--- src/rtl/ps2_mmio_hub.sv ---
// ps2_mmio_hub -- memory-mapped PS/2 keyboard hub.
// Receives PS/2 frames, validates start/parity/stop bits, queues scan codes in a
// FIFO and exposes them to the CPU through four registers at BASE_ADDR..+3:
//   +0 DATA   (R)  pop head, zero-extended (0 when empty)
//   +1 STATUS (R)  {irq_en, overflow, parity_err, full, not_empty}
//   +2 CTRL   (RW) bit0 irq_en, bit1 w1 clear flags, bit2 w1 flush
//   +3 COUNT  (R)  FIFO occupancy
// Ports: clk/reset_n (sync, active low); ps2_clk/ps2_dat raw async PS/2 lines;
//   cpu_addr/cpu_rd/cpu_wr/cpu_wdata bus in; cpu_rdata/cpu_rvalid read response
//   (latency 1); irq level (irq_en & not_empty, registered); key_code/key_valid
//   strobe per accepted code; overflow sticky flag.
// Optional build macro PS2_BREAK_FILTER_EN: folds the 0xF0 break prefix into
//   bit 8 of the following entry instead of storing it.
module ps2_mmio_hub #(
    parameter int                DATA_W      = 16,
    parameter int                ADDR_W      = 16,
    parameter logic [ADDR_W-1:0] BASE_ADDR   = 16'hFF00,
    parameter int                FIFO_DEPTH  = 8,
    parameter int                SYNC_STAGES = 2,
    parameter int                TIMEOUT_CYC = 50000
) (
    input  logic              clk,
    input  logic              reset_n,
    input  logic              ps2_clk,
    input  logic              ps2_dat,
    input  logic [ADDR_W-1:0] cpu_addr,
    input  logic              cpu_rd,
    input  logic              cpu_wr,
    input  logic [DATA_W-1:0] cpu_wdata,
    output logic [DATA_W-1:0] cpu_rdata,
    output logic              cpu_rvalid,
    output logic              irq,
    output logic [7:0]        key_code,
    output logic              key_valid,
    output logic              overflow
);
    localparam int PTR_W = $clog2(FIFO_DEPTH);
    localparam int CNT_W = PTR_W + 1;
    localparam int TMO_W = $clog2(TIMEOUT_CYC + 1);
`ifdef PS2_BREAK_FILTER_EN
    localparam int ENT_W = 9;
`else
    localparam int ENT_W = 8;
`endif

    typedef enum logic [1:0] {S_IDLE, S_DATA, S_PARITY, S_STOP} state_t;

    logic [SYNC_STAGES-1:0] clk_sync_q, clk_sync_d, dat_sync_q, dat_sync_d;
    logic                   clk_prev_q, clk_prev_d;
    state_t                 state_q, state_d;
    logic [2:0]             bit_cnt_q, bit_cnt_d;
    logic [7:0]             shift_q, shift_d;
    logic                   par_q, par_d;
    logic [TMO_W-1:0]       tmo_q, tmo_d;
    logic [PTR_W-1:0]       wr_ptr_q, wr_ptr_d, rd_ptr_q, rd_ptr_d;
    logic [CNT_W-1:0]       count_q, count_d;
    logic                   parity_err_q, parity_err_d, overflow_q, overflow_d;
    logic                   irq_en_q, irq_en_d, irq_q, irq_d, brk_q, brk_d;
    logic [7:0]             key_code_q, key_code_d;
    logic                   key_valid_q, key_valid_d, rvalid_q, rvalid_d;
    logic [DATA_W-1:0]      rdata_q, rdata_d;
    logic [ENT_W-1:0]       mem_q [FIFO_DEPTH];

    logic              clk_s, dat_s, fall, accept, frame_err, tmo_hit;
    logic              push_req, fifo_we, pop, flush, clr_flags, full, not_empty;
    logic              rd_hit, wr_ctrl;
    logic [ADDR_W-1:0] offset;
    logic [ENT_W-1:0]  push_data;
    logic              wdata_unused;

    assign clk_sync_d   = {clk_sync_q[SYNC_STAGES-2:0], ps2_clk};
    assign dat_sync_d   = {dat_sync_q[SYNC_STAGES-2:0], ps2_dat};
    assign clk_s        = clk_sync_q[SYNC_STAGES-1];
    assign dat_s        = dat_sync_q[SYNC_STAGES-1];
    assign clk_prev_d   = clk_s;
    assign fall         = clk_prev_q & ~clk_s;
    assign wdata_unused = ^cpu_wdata[DATA_W-1:3];

    // Frame receiver: one step per falling PS/2 clock; idle time inside a
    // frame is bounded so a glitch or unplugged device cannot wedge it.
    always_comb begin
        state_d   = state_q;
        bit_cnt_d = bit_cnt_q;
        shift_d   = shift_q;
        par_d     = par_q;
        tmo_d     = tmo_q;
        accept    = 1'b0;
        frame_err = 1'b0;
        tmo_hit   = 1'b0;
        if (fall) begin
            tmo_d = '0;
            case (state_q)
                S_IDLE: if (!dat_s) begin
                    state_d   = S_DATA;
                    bit_cnt_d = '0;
                end
                S_DATA: begin
                    shift_d   = {dat_s, shift_q[7:1]};
                    bit_cnt_d = bit_cnt_q + 3'd1;
                    if (bit_cnt_q == 3'd7) state_d = S_PARITY;
                end
                S_PARITY: begin
                    par_d   = dat_s;
                    state_d = S_STOP;
                end
                default: begin
                    if (dat_s && (^{shift_q, par_q})) accept = 1'b1;
                    else                              frame_err = 1'b1;
                    state_d = S_IDLE;
                end
            endcase
        end else if (state_q != S_IDLE) begin
            tmo_d = tmo_q + 1'b1;
            if (tmo_d == TMO_W'(TIMEOUT_CYC)) begin
                state_d = S_IDLE;
                tmo_d   = '0;
                tmo_hit = 1'b1;
            end
        end
    end

    // CPU decode; a simultaneous write is dropped in favour of the read.
    assign offset    = cpu_addr - BASE_ADDR;
    assign rd_hit    = cpu_rd & (offset < ADDR_W'(4));
    assign wr_ctrl   = cpu_wr & ~cpu_rd & (offset == ADDR_W'(2));
    assign full      = (count_q == CNT_W'(FIFO_DEPTH));
    assign not_empty = (count_q != '0);
    assign pop       = rd_hit & (offset == '0) & not_empty;
    assign flush     = wr_ctrl & cpu_wdata[2];
    assign clr_flags = wr_ctrl & cpu_wdata[1];

`ifdef PS2_BREAK_FILTER_EN
    // 0xF0 only arms the flag; 0xE0 is an extended prefix and leaves it armed.
    assign push_req  = accept & (shift_q != 8'hF0);
    assign push_data = {brk_q & (shift_q != 8'hE0), shift_q};
    always_comb begin
        brk_d = brk_q;
        if (accept && shift_q == 8'hF0)        brk_d = 1'b1;
        else if (push_req && shift_q != 8'hE0) brk_d = 1'b0;
        if (flush || tmo_hit)                  brk_d = 1'b0;
    end
`else
    logic tmo_unused;
    assign tmo_unused = tmo_hit;
    assign push_req   = accept;
    assign push_data  = shift_q;
    assign brk_d      = 1'b0;
`endif

    // A pop in the same cycle frees the slot, so a full FIFO still takes the push.
    always_comb begin
        fifo_we      = push_req & ~flush & (~full | pop);
        wr_ptr_d     = fifo_we ? wr_ptr_q + PTR_W'(1) : wr_ptr_q;
        rd_ptr_d     = pop ? rd_ptr_q + PTR_W'(1) : rd_ptr_q;
        count_d      = count_q + CNT_W'(fifo_we) - CNT_W'(pop);
        if (flush) begin
            wr_ptr_d = '0;
            rd_ptr_d = '0;
            count_d  = '0;
        end
        parity_err_d = frame_err | (parity_err_q & ~clr_flags);
        overflow_d   = (push_req & ~flush & full & ~pop) | (overflow_q & ~clr_flags);
        irq_en_d     = wr_ctrl ? cpu_wdata[0] : irq_en_q;
        irq_d        = irq_en_q & not_empty;
        key_code_d   = push_req ? shift_q : key_code_q;
        key_valid_d  = push_req;
        rvalid_d     = rd_hit;
        rdata_d      = '0;
        if (rd_hit) begin
            case (offset[1:0])
                2'd0:    if (not_empty) rdata_d = DATA_W'(mem_q[rd_ptr_q]);
                2'd1:    rdata_d = DATA_W'({irq_en_q, overflow_q, parity_err_q, full, not_empty});
                2'd2:    rdata_d = DATA_W'(irq_en_q);
                default: rdata_d = DATA_W'(count_q);
            endcase
        end
    end

    always_ff @(posedge clk) begin
        if (reset_n && fifo_we) mem_q[wr_ptr_q] <= push_data;
    end

    always_ff @(posedge clk) begin
        if (!reset_n) begin
            clk_sync_q   <= '1;
            dat_sync_q   <= '1;
            clk_prev_q   <= 1'b1;
            state_q      <= S_IDLE;
            bit_cnt_q    <= '0;
            shift_q      <= '0;
            par_q        <= 1'b0;
            tmo_q        <= '0;
            wr_ptr_q     <= '0;
            rd_ptr_q     <= '0;
            count_q      <= '0;
            parity_err_q <= 1'b0;
            overflow_q   <= 1'b0;
            irq_en_q     <= 1'b0;
            irq_q        <= 1'b0;
            brk_q        <= 1'b0;
            key_code_q   <= '0;
            key_valid_q  <= 1'b0;
            rvalid_q     <= 1'b0;
            rdata_q      <= '0;
        end else begin
            clk_sync_q   <= clk_sync_d;
            dat_sync_q   <= dat_sync_d;
            clk_prev_q   <= clk_prev_d;
            state_q      <= state_d;
            bit_cnt_q    <= bit_cnt_d;
            shift_q      <= shift_d;
            par_q        <= par_d;
            tmo_q        <= tmo_d;
            wr_ptr_q     <= wr_ptr_d;
            rd_ptr_q     <= rd_ptr_d;
            count_q      <= count_d;
            parity_err_q <= parity_err_d;
            overflow_q   <= overflow_d;
            irq_en_q     <= irq_en_d;
            irq_q        <= irq_d;
            brk_q        <= brk_d;
            key_code_q   <= key_code_d;
            key_valid_q  <= key_valid_d;
            rvalid_q     <= rvalid_d;
            rdata_q      <= rdata_d;
        end
    end

    assign cpu_rdata  = rdata_q;
    assign cpu_rvalid = rvalid_q;
    assign irq        = irq_q;
    assign key_code   = key_code_q;
    assign key_valid  = key_valid_q;
    assign overflow   = overflow_q;
endmodule

--- config.mk ---
export PLATFORM = sky130hd
export DESIGN_NAME = ps2_mmio_hub
export DESIGN_NICKNAME = d
export VERILOG_FILES = /design/src/rtl/ps2_mmio_hub.sv
export SDC_FILE = /design/constraint.sdc
export NUM_CORES = 1
export LEC_CHECK = 0
export BUFFER_PORTS_ARGS = -buffer_cell sky130_fd_sc_hd__buf_2
export CAP_MARGIN = 20
export CORE_MARGIN = 2
export CORE_UTILIZATION = 55
export CTS_CLUSTER_DIAMETER = 150
export CTS_CLUSTER_SIZE = 28
export DETAILED_ROUTE_END_ITERATION = 8
export HOLD_SLACK_MARGIN = 0.05
export PLACE_DENSITY = 0.81
export SYNTH_ARGS = -nofsm -noshare
export SYNTH_HDL_FRONTEND = slang
export SYNTH_SLANG_ARGS = --single-unit
--- constraint.sdc ---
create_clock -name clk -period 4.58 [get_ports clk]
set_input_delay 0.916 -clock clk [delete_from_list [all_inputs] [get_ports clk]]
set_output_delay 0.916 -clock clk [all_outputs]
set_load 0.01 [all_outputs]
==> results of run 1 <==
## worst min path at each step
| stage | startpoint | to | slack, ns | cells after the start |
|---|---|---|---|---|
| 4_1_cts | dat_sync_q[0] | dat_sync_q[1] | 0.42 | 1 |
| 5_1_grt | dat_sync_q[0] | dat_sync_q[1] | 0.43 | 1 |
| 2_1_floorplan | clk_sync_q[0] | clk_sync_q[1] | 0.39 | 1 |
| 3_5_place_dp | dat_sync_q[0] | dat_sync_q[1] | 0.40 | 1 |
| 6_report | dat_sync_q[0] | dat_sync_q[1] | 0.41 | 1 |
| 3_3_place_gp | dat_sync_q[0] | dat_sync_q[1] | 0.39 | 1 |
## metrics by stage
stage,cell area [um2],hold slack [ns]
floorplan,5858,0.3863
global placement,6186,0.3926
detailed placement,6186,0.4018
CTS,6777,0.4201
global route,6804,0.4315
finish,6804,0.4117
## kinds of logic after synthesis
family | count (synthesis) | synth area share (%)
other | 1 | 0.06430
AND/OR/NAND/NOR | 184 | 15.60
flip-flops | 134 | 56.98
XOR/XNOR | 20 | 3.476
buffers and inverters | 43 | 3.325
AO/OA/AOI/OAI | 59 | 6.651
adder cells (fa/ha/maj) | 17 | 3.776
multiplexers | 39 | 10.13
## synthesized netlist by cell type (3+ instances only)
| library cell | instances | area, um2 |
|---|---|---|
| dfxtp_1 | 70 | 1401 |
| edfxtp_1 | 64 | 1922 |
| nor2_1 | 54 | 202.7 |
| nand2_1 | 50 | 187.7 |
| a21oi_1 | 27 | 135.1 |
| mux2i_1 | 23 | 230.2 |
| clkbuf_1 | 17 | 63.81 |
| ha_1 | 16 | 200.2 |
| mux4_2 | 16 | 360.4 |
| inv_1 | 14 | 52.55 |
| nand3_1 | 14 | 70.07 |
| nor3_1 | 12 | 60.06 |
| nor2b_1 | 10 | 62.56 |
| nand2b_1 | 9 | 56.30 |
| o21ai_0 | 9 | 45.04 |
| xnor2_1 | 9 | 78.83 |
| xor2_1 | 9 | 78.83 |
| buf_4 | 8 | 60.06 |
| nand4_1 | 6 | 37.54 |
| and3_1 | 5 | 31.28 |
| nand3b_1 | 4 | 30.03 |
| nor4_1 | 4 | 25.02 |
| a31oi_1 | 3 | 18.77 |
| o211a_1 | 3 | 30.03 |
## state kept, by name, indices dropped and copies added, names as in the netlist, 2 cells and up, named ones only
register / count
tmo_q: 16
dat_sync_q: 2
wr_ptr_q: 3
count_q: 4
bit_cnt_q: 3
state_q: 2
push_data: 8
cpu_rdata: 8
mem_q: 64
clk_sync_q: 2
key_code: 8
rd_ptr_q: 3
## power groups by stage
stage	registers [mW]	clock network [mW]	logic, mW
final	1.25	1.35	0.0426
after detailed placement	1.27	0	0.0420
after global routing	1.25	1.42	0.0475
after global placement	1.27	0	0.0404
after floorplan	1.27	0	0.0302
after CTS	1.25	1.37	0.0423
## layer usage
layer	up-vias	share of wire, %	track usage (%)
met4	0	2.2	10.58
li1	1886	-	-
met3	22	5.1	4.985
met5	-	0	0
met1	1914	40	26.86
met2	137	52	40.04
## critical path: stages
cell and delay (ns):
buf_2 0.10, or4_4 0.52, or4_4 0.57, o31ai_4 0.27
nand3b_4 0.18, ha_1 0.34, inv_1 0.07, ha_1 0.16
inv_1 0.06, fa_1 0.39, xor2_1 0.16, nor2_1 0.05
## final cells by class
type / instances / area (um2)
Clock buffer: 17 / 414.1
Clock inverter: 14 / 176.4
Fill cell: 751 / 3520
Inverter: 15 / 56.30
Multi-Input combinational cell: 327 / 2341
Sequential cell: 134 / 3323
Tap cell: 136 / 170.2
Timing Repair Buffer: 55 / 322.8
## cells in the final DEF, fill, tap and decap left out, types with 3 or more instances in the layout
cell type,netlist,routed
nand2b_1,9,9
and3_1,5,5
nor2_1,54,54
a21oi_1,27,27
nand3b_1,4,4
nor2b_1,10,10
xor2_1,9,9
nor4_1,4,4
conb_1,1,8
clkbuf_16,0,16
mux2i_1,23,23
mux4_2,16,16
dfxtp_1,70,70
buf_4,8,10
buf_2,2,44
bufinv_16,0,3
nand4_1,6,6
nor3_1,12,12
nand2_1,50,50
a31oi_1,3,3
edfxtp_1,64,64
xnor2_1,9,9
o211a_1,3,3
nand3_1,14,14
inv_6,0,4
ha_1,16,16
o21ai_0,9,9
clkinv_4,0,3
inv_1,14,14
==> run summary, run 1 <==
status = complete, no violations
Post-Layout Cell Count = 698
Switching Share = 20.87%
first drt pass iteration count = 5
# clock sinks = 134
Final Cycle Share = 73.87%
Post-Syn Area = 5832 um2
flops & latches, synth = 134
WL/cell = 17.45 um
CTS tree = done
final worst path period need = 3.383 ns
grt ovf = 0
total core area = 10320 um2
Max-Cap Viols = 0
Post-CTS Hold Fix Bufs = 0
CP Launch Point = cpu_addr[3]
Die Footprint = 11440 um2
Pwr Total = 2.645 mW
clk_lat worst skew = 0.51 ns
initial antenna violation count = 0
Clk pwr share = 51.2%
vias in the first global route = 4078
H-tree depth = 4
r2r worst-path depth = 11
beginning of the worst register-to-register path = push_data[2]
Max Slew Vio Count = 0
# resized after CTS = 0
R2R Path End = count_q[2]
Ports = 66
Psw = 552.1 uW
Sequential Power Share = 47.2%
clk slew on worst S/H paths = 0.06 ns
first-pass GRT wire length = 19860 um
WP data required = 4.97 ns
DRC violations left = 0
share of layout cells above drive strength 1 = 20.11%
DR iter-0 viols = 191
Peak supply drop = 0.0003136 V
Port Buf Inserts = 44
starting density of the core = 56.49%
EDFF count, synth = 64
DP Cell Count = 666
Netlist cell types = 55
Total Routing Usage GR = 22.88%
Die Ht = 107.0 um
Area growth syn-to-layout = 16.67%
Num CTS Buffers = 17
row count = 37
CTS root buf = clkbuf_8
maximum clock frequency = 0.2956 GHz
slew of the pin with the lowest slew margin = 0.8656 ns
vias = 3959
HPWL after DPL = 7825 um
Final Setup Violations = 0
antenna cells = 0
Yosys warning count = 0
Startpoint Class = primary input
worst rel slew slack = 42.29%
CP Class = primary input to flip-flop
PnR worst setup slack = 1.197 ns
hold crit path type = flip-flop to flip-flop
Final nets = 605
Primary FF master, synth = dfxtp_1
leakage = 2.575 nW
combinational fraction of design power = 1.6%
hold violation count in the final report = 0
final setup TNS = 0 ns
CP endpoint kind = flip-flop
crit path to = count_q[2]
CTS max path bufs = 2
final core occ = 65.91%
reg2reg setup slack = 1.42 ns
Die Wd = 107.0 um
Avg Inst Size Synth = 11.73 um2
final RePlAce weighted congestion = 0.8531
Arr. time, crit path = 3.77 ns
Routed Wire Length = 12180 um
vias per inst = 5.672
largest net degree at the start of global routing = 28
post-route ant nets = 0
Setup Fix Bufs, Post-CTS = 0
Setup Slack @ Placement = 0.7076 ns
P per Cell Area = 388.8 nW/um2
Syn Inst Count = 497
unrepaired setup endpoints after global routing = no
internal power = 2.093 mW
sequential area share after synthesis = 56.98%
Crit Path Max Fanout = 10
skew final = 0.007508 ns
fraction of registers with async set/reset = 0%
Power figures use the tool's default switching activity.
==> inputs of run 2 (changes only) <==
--- a/config.mk
+++ b/config.mk
@@ -8,12 +8,12 @@
 export BUFFER_PORTS_ARGS = -buffer_cell sky130_fd_sc_hd__buf_2
 export CAP_MARGIN = 20
 export CORE_MARGIN = 2
-export CORE_UTILIZATION = 55
+export CORE_UTILIZATION = 52
 export CTS_CLUSTER_DIAMETER = 150
 export CTS_CLUSTER_SIZE = 28
 export DETAILED_ROUTE_END_ITERATION = 8
 export HOLD_SLACK_MARGIN = 0.05
-export PLACE_DENSITY = 0.81
+export PLACE_DENSITY = 0.8
 export SYNTH_ARGS = -nofsm -noshare
 export SYNTH_HDL_FRONTEND = slang
 export SYNTH_SLANG_ARGS = --single-unit
==> constraint.sdc (replaced) <==
create_clock -name clk -period 2.8 [get_ports clk]
set_input_delay 0.56 -clock clk [delete_from_list [all_inputs] [get_ports clk]]
set_output_delay 0.56 -clock clk [all_outputs]
set_load 0.01 [all_outputs]
==> run summary, run 2 (synthesized netlist as in run 1, its figures left out) <==
CTS max path bufs = 2 (unchanged)
HPWL after DPL = 8236 um (+5.3%)
P per Cell Area = 606.0 nW/um2 (+56%)
Max-Cap Viols = 0 (unchanged)
Peak supply drop = 0.0004626 V (+47%)
first-pass GRT wire length = 19580 um (-1.4%)
Routed Wire Length = 11930 um (-2.0%)
WL/cell = 16.48 um (-5.5%)
DP Cell Count = 690 (+3.6%)
largest net degree at the start of global routing = 22 (-21%)
Port Buf Inserts = 44 (unchanged)
Total Routing Usage GR = 21.65% (-1.2 points)
Final nets = 627 (+3.6%)
maximum clock frequency = 0.3660 GHz
Max Slew Vio Count = 0 (unchanged)
grt ovf = 0 (unchanged)
first drt pass iteration count = 5 (unchanged)
Area growth syn-to-layout = 20.92%
CTS tree = done
Multi-input gate area = 2442 um2 (+4.3%)
Startpoint Class = primary input
WP data required = 3.20 ns (-1.77 ns)
share of layout cells above drive strength 1 = 24.49% (+4.4 points)
CP Class = primary input to flip-flop
final RePlAce weighted congestion = 0.8252 (-3.3%)
Crit Path Max Fanout = 2 (-8)
CP endpoint kind = flip-flop
final setup TNS = 0 ns (unchanged)
initial antenna violation count = 0 (unchanged)
slew of the pin with the lowest slew margin = 0.7204 ns (-0.1452 ns)
Register Area = 3323 um2 (unchanged)
Pwr Total = 4.273 mW (+62%)
clk_lat worst skew = 0.52 ns (about the same)
fillers = 773 (+2.9%)
most frequent cells in the layout = dfxtp_1 (70), edfxtp_1 (64), nor2_1 (52)
Num CTS Buffers = 17 (unchanged)
status = complete, no violations
final worst path period need = 2.732 ns
Post-Layout Cell Count = 724 (+3.7%)
antenna cells = 0 (unchanged)
commonest non-fill, non-tap cell in the layout = dfxtp_1
vias in the first global route = 4026 (-1.3%)
max reg flops = 64 (unchanged)
CTS root buf = clkbuf_8
dpl cell area = 6447 um2 (+4.2%)
Arr. time, crit path = 3.13 ns (-0.64 ns)
Die Wd = 109.9 um (+2.7%)
Ports = 66 (unchanged)
hold crit path type = primary input to flip-flop
DRC violations left = 0 (unchanged)
vias per inst = 5.465 (-3.6%)
biggest regs = mem_q (64), tmo_q (16)
Die Ht = 109.9 um (+2.7%)
# clock sinks = 134 (unchanged)
PnR worst setup slack = 0.06760 ns (-1.129 ns)
starting density of the core = 53.56% (-2.9 points)
vias = 3957 (-0.051%)
H-tree depth = 4 (unchanged)
post-route cell area = 7052 um2 (+3.6%)
row count = 38 (+2.7%)
clk slew on worst S/H paths = 0.06 ns (about the same)
DR iter-0 viols = 309 (+62%)
post-route ant nets = 0 (unchanged)
Die Footprint = 12080 um2 (+5.6%)
total core area = 10890 um2 (+5.5%)
Final Cycle Share = 97.59%
Biggest register = mem_q
worst rel slew slack = 51.91% (+9.6 points)
Setup Slack @ Placement = -0.5276 ns (-1.235 ns)
hold violation count in the final report = 0 (unchanged)
Final Setup Violations = 0 (unchanged)
leakage = 2.674 nW (+3.8%)
skew final = 0.008955 ns (+0.001447 ns)
## run 2: changes by cell type in the layout (fill, tap and decap cells not counted), sizes merged
cell	previous run	this run
clkbuf	17	18
buf	55	77
clkinv	6	7
inv	18	16
## run 2: layout make-up
type / instances / area share, %
well taps: 140 / 2.484
clock inverters: 13 / 2.218
clock buffers: 18 / 5.926
repair buffers: 77 / 6.813
flip-flops and latches: 134 / 47.13
inverters: 15 / 0.7984
multi-input cells: 327 / 34.63
## run 2: path summary, 6_finish.rpt
kind                 start             to  slack (ns)  cells after the start
max            cpu_addr[4]     count_q[1]        0.07                     11
min reg2reg  dat_sync_q[0]  dat_sync_q[1]        0.40                      1
min                ps2_clk  clk_sync_q[0]        0.23                      2
max reg2reg     count_q[2]     count_q[1]        0.15                     12
## run 2: worst max-delay path, stage by stage
cell and delay, ns:
buf_2 0.09, or4_4 0.52, or4_4 0.58, o31ai_4 0.25, nand3b_4 0.13, ha_4 0.22, inv_2 0.06, ha_4 0.13
inv_2 0.04, fa_2 0.50, nor2_1 0.04
## run 2: layer usage
layer  global-route usage (%)  vias up  part of all wire (%)
met5                        0        -                     0
met4                    8.047        0                   1.2
met3                    6.639       12                   4.0
met2                    36.85       87                    52
met1                    25.68     1925                    42
li1                         -     1933                     -
## run 2: metrics by stage
step | hold WS (ns) | utilization, %
after floorplan | 0.3863 | -
after global placement | 0.3999 | 59.22
after detailed placement | 0.3979 | 59.22
after CTS | 0.2089 | 64.49
after global routing | 0.2084 | 64.77
final | 0.2274 | 64.77
## run 2: report_power, final
part / internal, mW / switching (mW)
clock network: 1.35 / 0.810
logic: 0.0266 / 0.0476
registers: 2.04 / 0.00391
## run 2: repair_timing
action | CTS | global route
hold endpoints to repair | 0 | 0
setup buffers | 0 | 3
hold buffers | 0 | 0
resized for setup | 0 | 2
endpoints found under the setup margin | 0 | 14
==> inputs of run 3 (changes only) <==
--- a/config.mk
+++ b/config.mk
@@ -13,7 +13,8 @@
 export CTS_CLUSTER_SIZE = 28
 export DETAILED_ROUTE_END_ITERATION = 8
 export HOLD_SLACK_MARGIN = 0.05
-export PLACE_DENSITY = 0.8
+export PLACE_DENSITY = 0.85
+export SLEW_MARGIN = 20
 export SYNTH_ARGS = -nofsm -noshare
 export SYNTH_HDL_FRONTEND = slang
 export SYNTH_SLANG_ARGS = --single-unit
==> constraint.sdc (replaced) <==
create_clock -name clk -period 2.5 [get_ports clk]
set_input_delay 0.5 -clock clk [delete_from_list [all_inputs] [get_ports clk]]
set_output_delay 0.5 -clock clk [all_outputs]
set_load 0.01 [all_outputs]
==> run summary, run 3 (synthesized netlist as in run 1, its figures left out) <==
status = complete, but fails checks
violated checks = setup timing
Die Wd = 109.9 um (unchanged)
unrepaired setup endpoints after global routing = yes
CTS root buf = clkbuf_8
DR iter-0 viols = 295 (-4.5%)
Clk pwr share = 51.0% (+0.5 points)
HPWL after DPL = 8534 um (+3.6%)
Worst Hold Launch = ps2_clk
beginning of the worst register-to-register path = count_q[2]
fillers = 741 (-4.1%)
Setup Slack @ Placement = -0.8278 ns (-0.3003 ns)
Peak supply drop = 0.0005671 V (+23%)
Switching Share = 20.70% (+0.54 points)
Port Buf Inserts = 44 (unchanged)
clk slew on worst S/H paths = 0.06 ns (about the same)
share of layout cells above drive strength 1 = 28.52% (+4.0 points)
first drt pass iteration count = 5 (unchanged)
post-route ant nets = 0 (unchanged)
P per Cell Area = 664.1 nW/um2 (+9.6%)
most frequent cells in the layout = dfxtp_1 (70), edfxtp_1 (64), nor2_1 (51)
Arr. time, crit path = 3.12 ns (about the same)
clk_lat worst skew = 0.51 ns (about the same)
CP endpoint kind = flip-flop
Die Footprint = 12080 um2 (unchanged)
vias in the first global route = 4149 (+3.1%)
# clock sinks = 134 (unchanged)
total core area = 10890 um2 (unchanged)
Post-Layout Cell Count = 743 (+2.6%)
commonest non-fill, non-tap cell in the layout = dfxtp_1
largest net degree at the start of global routing = 23 (+4.5%)
Largest stage delay, worst path = 0.56 ns (-0.02 ns)
CTS tree = done
Slowest-stage cell, CP = or4_4
Pwr Total = 4.857 mW (+14%)
antenna cells = 0 (unchanged)
Num CTS Buffers = 17 (unchanged)
maximum clock frequency = 0.3661 GHz
ordered cell list for the critical path = buf_6 > or4_4 > or4_4 > o31ai_4 > nand3b_4 > ha_4 > inv_4 > ha_4 > inv_2 > fa_2 > xor2_2 > nor2_1
combinational fraction of design power = 1.9% (+0.2 points)
Sequential Power Share = 47.1% (-0.7 points)
Max-Cap Viols = 0 (unchanged)
initial antenna violation count = 0 (unchanged)
hold crit path type = primary input to flip-flop
DRC violations left = 0 (unchanged)
Die Ht = 109.9 um (unchanged)
Final Setup Violations = 35 (+35)
CP Class = primary input to flip-flop
H-tree depth = 4 (unchanged)
first-pass GRT wire length = 20290 um (+3.6%)
row count = 38 (unchanged)
Startpoint Class = primary input
CP Launch Point = cpu_addr[4]
critical path's top delay family = simple AND/OR/NAND/NOR gates
Max Slew Vio Count = 0 (unchanged)
final RePlAce weighted congestion = 0.8247 (about the same)
final worst path period need = 2.731 ns
Biggest register = mem_q
starting density of the core = 53.56% (unchanged)
DP Cell Count = 707 (+2.5%)
PnR worst setup slack = -0.2312 ns (-0.2988 ns)
Final nets = 645 (+2.9%)
buffers and inverters on the worst path = 3 (unchanged)
Routed Wire Length = 12970 um (+8.7%)
Area growth syn-to-layout = 25.40%
grt ovf = 0 (unchanged)
WP data required = 2.89 ns (-0.31 ns)
vias per inst = 5.612 (+2.7%)
Ports = 66 (unchanged)
Final Cycle Share = 109.2%
max reg flops = 64 (unchanged)
vias = 4170 (+5.4%)
CTS max path bufs = 2 (unchanged)
slew of the pin with the lowest slew margin = 0.5435 ns (-0.1769 ns)
Psw = 1.005 mW (+17%)
internal power = 3.852 mW (+13%)
WL/cell = 17.46 um (+5.9%)
biggest regs = mem_q (64), tmo_q (16)
worst rel slew slack = 63.71% (+12 points)
Total Routing Usage GR = 22.44% (+0.80 points)
hold violation count in the final report = 0 (unchanged)
skew final = 0.01054 ns (+0.001581 ns)
leakage = 2.780 nW (+4.0%)
Crit Path Max Fanout = 2 (unchanged)
-- run 3: cell types whose count changed in the layout (fill, tap and decap cells not counted), sizes merged --
| cell | delta |
|---|---|
| buf | +18 |
| clkinv | -3 |
| inv | +2 |
| clkbuf | +1 |
| clkinvlp | +1 |
-- run 3: per-stage QoR --
| step | TNS (ns) | utilization (%) | hold slack (ns) | area [um2] |
|---|---|---|---|---|
| after global routing | -5.087 | 67.17 | 0.1645 | 7313 |
| after global placement | -43.00 | 60.50 | 0.3987 | 6588 |
| after floorplan | -34.73 | - | 0.3863 | 5952 |
| after CTS | -1.609 | 66.46 | 0.1616 | 7236 |
| after detailed placement | -47.17 | 60.50 | 0.4033 | 6588 |
| final | -2.933 | 67.17 | 0.1722 | 7313 |
-- run 3: layout make-up --
type	count	area, um2	share of cell area, %
well taps	140	175.2	2.395
inverters	15	58.81	0.8041
repair buffers	95	665.6	9.102
clock inverters	13	170.2	2.327
multi-input cells	327	2499	34.17
flip-flops and latches	134	3323	45.44
clock buffers	19	421.7	5.766
-- run 3: final timing paths --
path / endpoint / cells after the start / slack [ns]
max reg2reg: count_q[2] / 13 / -0.19
min reg2reg: dat_sync_q[1] / 1 / 0.41
min: clk_sync_q[0] / 2 / 0.17
max: count_q[2] / 12 / -0.23
-- run 3: worst reg2reg max path, stage by stage (launching register included) --
cell and delay, ns:
dfxtp_1 0.34, inv_1 0.10, ha_1 0.14, or3b_2 0.47, nand2_1 0.24, o31ai_4 0.12
nand3b_4 0.10, ha_4 0.21, inv_4 0.05, ha_4 0.13, inv_2 0.04, fa_2 0.37
xor2_2 0.18, nor2_1 0.07
-- run 3: repair_timing --
action	in CTS	in global routing
pin swaps	9	4
setup endpoints to repair	68	74
buffers inserted	2	2
resized for setup	7	12
hold buffers	0	0
-- run 3: power groups by stage --
stage	clock network (mW)	registers, mW	logic [mW]
6_report	2.48	2.29	0.0940
5_1_grt	2.59	2.29	0.101
4_1_cts	2.50	2.29	0.0926
3_5_place_dp	0	2.33	0.0908
3_3_place_gp	0	2.33	0.0869
2_1_floorplan	0	2.33	0.0561
-- run 3: per-layer routing --
| metal | share of wire (%) | global-route usage, % |
|---|---|---|
| met3 | 4.2 | 5.513 |
| met5 | 0 | 0 |
| met4 | 1.1 | 6.510 |
| met2 | 54 | 39.96 |
| met1 | 41 | 26.78 |
